$ cat config.mk
export PLATFORM = sky130hd
export DESIGN_NAME = pipe_if2id
export DESIGN_NICKNAME = d
export VERILOG_FILES = /design/src/rtl/pipe_if2id.sv
export SDC_FILE = /design/constraint.sdc
export NUM_CORES = 1
export LEC_CHECK = 0
export ABC_AREA = 1
export BUFFER_PORTS_ARGS = -buffer_cell sky130_fd_sc_hd__buf_2
export CAP_MARGIN = 20
export CORE_ASPECT_RATIO = 1.5
export CORE_UTILIZATION = 57
export CTS_BUF_LIST = sky130_fd_sc_hd__clkbuf_16
export DETAILED_ROUTE_END_ITERATION = 8
export GPL_ROUTABILITY_DRIVEN = 0
export PLACE_DENSITY = 0.81
export SLEW_MARGIN = 20
export SYNTH_ARGS = -nofsm -noshare
export SYNTH_HDL_FRONTEND = slang
export SYNTH_SLANG_ARGS = --single-unit
$ cat constraint.sdc
create_clock -name clk -period 7.66 [get_ports clk]
set_input_delay 1.532 -clock clk [delete_from_list [all_inputs] [get_ports clk]]
set_output_delay 1.532 -clock clk [all_outputs]
set_load 0.05 [all_outputs]
$ cat src/rtl/pipe_if2id.sv
// ---------------------------------------------------------------------------
// pipe_if2id
//
// IF/ID pipeline boundary for the MIPS core. It registers the fetched
// instruction word and its PC+4 for decode. When decode stalls it holds its
// contents. On a control-flow flush it turns them into a NOP bubble.
//
// A one-entry skid register catches the word that instruction memory returns
// in the same cycle a stall begins. Because if_ready is registered, fetch only
// learns about the stall one cycle late, and without the skid entry that word
// would be lost.
//
// Optional feature (compile-time macro PIPE_IF2ID_STATCNT_EN):
//   Adds the stallcnt output. It is a saturating count of the edges at which a
//   valid word was held because of id_stall. Only reset clears it.
//
// Parameters:
//   NOP_INSTR   word shown on id_instr whenever no valid instruction is held
//
// Ports:
//   clk         rising-edge clock
//   reset       synchronous, active-low reset
//   if_instr    fetched instruction word
//   if_pcplus4  PC+4 of if_instr
//   if_valid    if_instr / if_pcplus4 are valid this cycle
//   if_ready    registered; stage accepts a word this cycle
//   id_stall    decode cannot consume the current word
//   flush       squash all held and incoming words
//   id_instr    registered instruction word to decode
//   id_pcplus4  registered PC+4 to decode
//   id_valid    registered; id_instr is a real instruction
//   stallcnt    stall statistics counter (PIPE_IF2ID_STATCNT_EN only)
// ---------------------------------------------------------------------------
module pipe_if2id #(
    parameter logic [31:0] NOP_INSTR = 32'h0000_0000
) (
    input  logic        clk,
    input  logic        reset,
    input  logic [31:0] if_instr,
    input  logic [31:0] if_pcplus4,
    input  logic        if_valid,
    output logic        if_ready,
    input  logic        id_stall,
    input  logic        flush,
    output logic [31:0] id_instr,
    output logic [31:0] id_pcplus4,
`ifdef PIPE_IF2ID_STATCNT_EN
    output logic        id_valid,
    output logic [31:0] stallcnt
`else
    output logic        id_valid
`endif
);

    typedef enum logic [1:0] {
        ST_EMPTY,
        ST_FULL,
        ST_SKID
    } state_e;

    state_e      state_q, state_d;
    logic [31:0] main_instr_q, main_instr_d;
    logic [31:0] main_pcplus4_q, main_pcplus4_d;
    logic [31:0] skid_instr_q, skid_instr_d;
    logic [31:0] skid_pcplus4_q, skid_pcplus4_d;
    logic        id_valid_q, id_valid_d;
    logic        if_ready_q, if_ready_d;

    logic accept;
    logic consume;

    assign accept  = if_valid && if_ready_q;
    assign consume = id_valid_q && !id_stall;

    // Occupancy FSM and datapath steering. When the main register empties it
    // is loaded with the bubble pattern, so the outputs never need masking.
    always_comb begin
        state_d        = state_q;
        main_instr_d   = main_instr_q;
        main_pcplus4_d = main_pcplus4_q;
        skid_instr_d   = skid_instr_q;
        skid_pcplus4_d = skid_pcplus4_q;
        id_valid_d     = id_valid_q;

        if (flush) begin
            state_d        = ST_EMPTY;
            main_instr_d   = NOP_INSTR;
            main_pcplus4_d = 32'h0;
            id_valid_d     = 1'b0;
        end else begin
            unique case (state_q)
                ST_EMPTY: begin
                    if (accept) begin
                        state_d        = ST_FULL;
                        main_instr_d   = if_instr;
                        main_pcplus4_d = if_pcplus4;
                        id_valid_d     = 1'b1;
                    end
                end
                ST_FULL: begin
                    if (consume && accept) begin
                        main_instr_d   = if_instr;
                        main_pcplus4_d = if_pcplus4;
                    end else if (consume) begin
                        state_d        = ST_EMPTY;
                        main_instr_d   = NOP_INSTR;
                        main_pcplus4_d = 32'h0;
                        id_valid_d     = 1'b0;
                    end else if (accept) begin
                        state_d        = ST_SKID;
                        skid_instr_d   = if_instr;
                        skid_pcplus4_d = if_pcplus4;
                    end
                end
                ST_SKID: begin
                    // if_ready is low here, so only the skid word can move up
                    if (consume) begin
                        state_d        = ST_FULL;
                        main_instr_d   = skid_instr_q;
                        main_pcplus4_d = skid_pcplus4_q;
                    end
                end
                default: begin
                    state_d        = ST_EMPTY;
                    main_instr_d   = NOP_INSTR;
                    main_pcplus4_d = 32'h0;
                    id_valid_d     = 1'b0;
                end
            endcase
        end

        if_ready_d = (state_d != ST_SKID);
    end

    always_ff @(posedge clk) begin
        if (!reset) begin
            state_q        <= ST_EMPTY;
            main_instr_q   <= NOP_INSTR;
            main_pcplus4_q <= 32'h0;
            id_valid_q     <= 1'b0;
            if_ready_q     <= 1'b1;
        end else begin
            state_q        <= state_d;
            main_instr_q   <= main_instr_d;
            main_pcplus4_q <= main_pcplus4_d;
            id_valid_q     <= id_valid_d;
            if_ready_q     <= if_ready_d;
        end
    end

    // The skid contents only matter while in SKID, so they are not reset
    always_ff @(posedge clk) begin
        skid_instr_q   <= skid_instr_d;
        skid_pcplus4_q <= skid_pcplus4_d;
    end

    assign id_instr   = main_instr_q;
    assign id_pcplus4 = main_pcplus4_q;
    assign id_valid   = id_valid_q;
    assign if_ready   = if_ready_q;

`ifdef PIPE_IF2ID_STATCNT_EN
    logic [31:0] stallcnt_q, stallcnt_d;

    // A flush in the same cycle does not hide the stall, so it still counts.
    // The count saturates instead of wrapping.
    always_comb begin
        stallcnt_d = stallcnt_q;
        if (id_valid_q && id_stall && (stallcnt_q != 32'hFFFF_FFFF)) begin
            stallcnt_d = stallcnt_q + 32'd1;
        end
    end

    always_ff @(posedge clk) begin
        if (!reset) begin
            stallcnt_q <= 32'h0;
        end else begin
            stallcnt_q <= stallcnt_d;
        end
    end

    assign stallcnt = stallcnt_q;
`endif

endmodule

After elaboration in Yosys (flattened, before gate mapping)

Index checks and enable logic that the tools add are counted.

$add $sub $neg: 0
Multipliers: 0
Div/mod/pow operators: 0
$lt $le $gt $ge: 0
Equality and inequality tests: 8
Shift operators: 0
Multiplexer cells: 20
Bitwise gates (word level): 5
Reduce and logical (&&, ||, !) cells: 9

Operators with widths:

| kind                                                             | number |
|---|---|
| 32-bit two-way mux                                               | 7 |
| 32-bit case mux with 3 select lines                              | 2 |
| 2-bit two-way mux                                                | 6 |
| 2-bit inequality test (second input constant)                    | 5 |
| 2-bit case mux with 3 select lines                               | 1 |
| 1-bit NOT                                                        | 5 |
| 5-bit AND reduction                                              | 1 |
| 4-bit AND reduction                                              | 1 |
| 1-bit logical AND                                                | 3 |
| 1-bit two-way mux                                                | 3 |
| 3-bit inequality test (second input constant)                    | 1 |
| 1-bit case mux with 3 select lines                               | 1 |
| 3-bit AND reduction                                              | 1 |
| 2-bit by 1-bit == test with 1-bit output (second input constant) | 1 |
| 2-bit == test (second input constant)                            | 1 |
| 2-bit logical NOT                                                | 1 |
| 2-bit OR reduction                                               | 1 |
| 1-bit logical NOT                                                | 1 |

Register bits after elaboration: 132
Bits in latches: 0
Bits in writable memories: 0
Memory bits (read-only): 0
Bits of input ports: 69
Output and inout bits: 66
Logic and storage cells: 49
Memories: 0

Longest topological paths before layout

Depth after elaboration: 7
Depth in mapped cells: 9
Depth with buffers taken out: 7

Worst setup path before layout

Ideal clock, no wire load.

Path type: input to register
Start point: input if_valid
End point: register skid_instr_q[0] (enable)
Library setup time: 0.486 ns
Data arrival time: 4.491 ns
Required time: 7.174 ns
Path slack: 2.683 ns
Cell stages on the path: 4
Path through: nand2_1 > inv_1 > nand3_1 > nor2_1

Longest elaborated chain between the ends: 4

RTL lines:

| element                                | RTL line | RTL |
|---|---|---|
| from (decl)                            | 41       | `input logic if_valid,` |
| 1-bit logical AND *                    | 72       | `assign accept = if_valid && if_ready_q;` |
| 1-bit logical AND                      | 101      | `if (consume && accept) begin` |
| 1-bit NOT (no source line)             | --       |  |
| 5-bit AND reduction (no source line) * | --       |  |
| to (signal assigned)                   | 153      | `skid_instr_q <= skid_instr_d;` |
| to (decl)                              | 64       | `logic [31:0] skid_instr_q, skid_instr_d;` |

Mark *: on every way between the ends. The rest lies on a longest branch, timed or not.
A chain may end at the register's enable or synchronous reset.

Final worst setup path

Start point: input id_stall
End point: register skid_instr_q[13] (enable)

Longest elaborated chain between the ends: 5
Elaborated cells on any way between the ends: 6
Classes of those cells: bitwise (2); reduce/logical (4)

RTL lines:

| element                                | RTL line | RTL |
|---|---|---|
| from (decl)                            | 43       | `input logic id_stall,` |
| 1-bit logical NOT *                    | 73       | `assign consume = id_valid_q && !id_stall;` |
| 1-bit logical AND *                    | 73       |  |
| 1-bit logical AND                      | 101      |  |
| 1-bit NOT (no source line)             | --       |  |
| 5-bit AND reduction (no source line) * | --       |  |

Marked as above.

==> impl_metrics.yaml <==
pwr:
  p_leak_nw: 2.89
  power_frac_seq_pct: 43.4
  pwr-share-comb_pct: 11.1
  ir_worst_vdd_uv: 201
  powerDensity_mw_per_mm2: 258
  p_switching_w: 0.000448
  power_frac_clock_pct: 45.5
  swShare_pct: 25.4
  power.internal_w: 0.00132
routing:
  drtPass1Iterations: 5
  post_drt_via_cell_ratio: 5.73
  final_antenna_net_count: 0
  drt_first_iter_violations: 477
  vias: 5152
  wl_per_cell_um: 15.5
  wirelength_mm: 14.0
  drc: 0
sta:
  max_slew_margin_pct: 39.0
  tns_ps: 0
  setup_viol: 0
  worstMarginPinSlew_ps: 915
  fin_crit_ps: 3180
  report.final.slew_viol_count: 0
  hold_ws_ps: 457
  hold_viol: 0
  finalCritPeriodShare_pct: 41.5
  skew_ps: 8.81
  max_freq_mhz: 315
  rsz0062_at_grt: "no"
synthesis:
  syn_area_sq_mm: 0.00558
  synth.top_cells.by_count: "265 x nand2_1, 129 x nand3_1, 68 x dfxtp_1"
  syn-instance-count: 662
  syn_avg_cell_area_sq_um: 8.43
  ys_types: 18
  synth-seq-area-share_pct: 58.8
  async_reset_ff_share_pct: 0
  synth_flop_cell: "dfxtp_1"
  synth.most_common_cell: "nand2_1"
  synth_edf_count: 64
  synth_top_area_share_pct: 34.4
  syn_nets: 731
  ys_warn_count: 0
  yosys-top-cells-area: "edfxtp_1 34%, dfxtp_1 24%, nand2_1 18%"
  synth-seq-cells: 132
  synth_top_area_cell: "edfxtp_1"
clock_tree:
  cts_tree: "built"
  cts_made_buffers: 17
  postCtsHoldBufs: 0
  clock_sinks: 132
  cts-resized-gates: 0
  clkLatencyLatePin_ps: 410
  cts_max_level: 4
  clk_pin_slew_worst_paths_ps: 60
  postCtsSetupRepairBufs: 0
  cts.path.max_buffers: 2
  root_buffer: "clkbuf_16"
global_route:
  use_met1_pct: 36.2
  grt_pass1_wl_mm: 22.5
  grtUsageMet2_pct: 47.9
  grt.busiest_layer: "met2"
  grtUsageTotal_pct: 29.4
  grt_start_max_net_pins: 67
  grt_pass1_vias: 4716
  use_met3_pct: 6.49
  overflow: 0
  antenna_found_initial: 0
layout:
  fillCellCount: 707
  regArea_sq_mm: 0.00328
  drive_gt1_share_pct: 22.6
  area_growth_pct: 22.6
  diodes: 0
  finalInstanceArea_sq_mm: 0.00684
  finalNetCount: 843
  multi_input_area_sq_mm: 0.00207
place:
  placed_area_sq_mm: 0.00625
  portBuffers: 134
  post-dp-hpwl_mm: 8.33
hold_path:
  hold_class: "flop to flop"
setup_path:
  crit_arrival_ps: 3230
  worstSetupPathType: "input port to flop"
  cp-start-kind: "input port"
  crit_required_ps: 7710
  critPathMaxFanout: 35
  cp-end-kind: "flop"
floorplanning:
  core_area_sq_mm: 0.00936
  die_h_um: 123
  start_util_pct: 59.6
  std_cell_rows: 43
  die_area_sq_mm: 0.0102
  ioPinCount: 135
  die-width_um: 82.8
run:
  cap_viol_max_count: 0
run_status:
  status: "finished clean"
-- path summary, 6_finish.rpt --
check | cells after the start | endpoint | slack, ps | start
max reg2reg | 8 | id_instr[10]$_SDFFE_PP0P_ | 4670 | state_q[0]$_SDFF_PN0_
max | 6 | skid_instr_q[13]$_DFFE_PP_ | 4480 | id_stall
min | 2 | id_pcplus4[31]$_SDFFE_PP0P_ | 460 | id_pcplus4[31]$_SDFFE_PP0P_
min reg2reg | 2 | id_pcplus4[31]$_SDFFE_PP0P_ | 460 | id_pcplus4[31]$_SDFFE_PP0P_
-- cells by family after synthesis --
group                  count (synthesis)  share of synthesized area (%)
AND/OR/NAND/NOR                      406                           30.4
flip-flops                           132                           58.8
buffers and inverters                 56                           4.62
AO/OA/AOI/OAI                         68                           6.12
-- power groups by stage --
stage                     clock (W)  sequential, W  combinational, W
after global routing       0.000842       0.000769          0.000213
after detailed placement          0       0.000781          0.000193
after global placement            0       0.000781          0.000189
after CTS                  0.000809       0.000767          0.000195
after floorplan                   0       0.000828         0.0000880
final                      0.000803       0.000767          0.000195
-- layout by cell type (no fill, tap or decap), types with 5 or more instances in the layout --
cell type   Yosys  final
buf_4           3      6
dfxtp_1        68     68
nand2_1       265    265
clkbuf_16       0     17
inv_1           6      6
a21oi_1        65     65
nor2_4          0      5
nand3_1       129    129
edfxtp_1       64     64
clkinvlp_4      0      6
buf_2          23    134
-- critical path, cell delays in order --
cell and delay [ps]:
buf_2 80, inv_1 30, nand2_1 180, nand3_1 180
nor2_4 680, buf_4 540
-- per-layer routing --
metal  routed length [um]  up-vias
met3                  978       47
met1                 5370     2407
met2                 7170      247
met4                  433        0
met5                    0        -
li1                     -     2451
-- sequential cells by signal, indices dropped and copies added, names as in the netlist --
name	flops
id_valid	1
state_q	2
if_ready	1
skid_pcplus4_q	32
id_instr	32
id_pcplus4	32
skid_instr_q	32
-- area by class of cell --
cell class | instances | share of cell area, %
inverters | 9 | 0.531
flip-flops and latches | 132 | 48.0
clock buffers | 17 | 6.22
repair buffers | 140 | 10.5
multi-input cells | 474 | 30.3
clock inverters | 15 | 2.41
well taps | 112 | 2.05
-- metrics by stage --
step / total power (W) / worst slack [ps] / cells / utilization (%)
after detailed placement: 0.000975 / 4080 / 867 / 66.7
after CTS: 0.00177 / 4490 / 899 / 73.0
final: 0.00177 / 4480 / 899 / 73.1
after global placement: 0.000970 / 4140 / 867 / 66.7
after floorplan: 0.000916 / 2680 / 662 / -
after global routing: 0.00182 / 4380 / 899 / 73.1
Power figures use the tool's default switching activity.
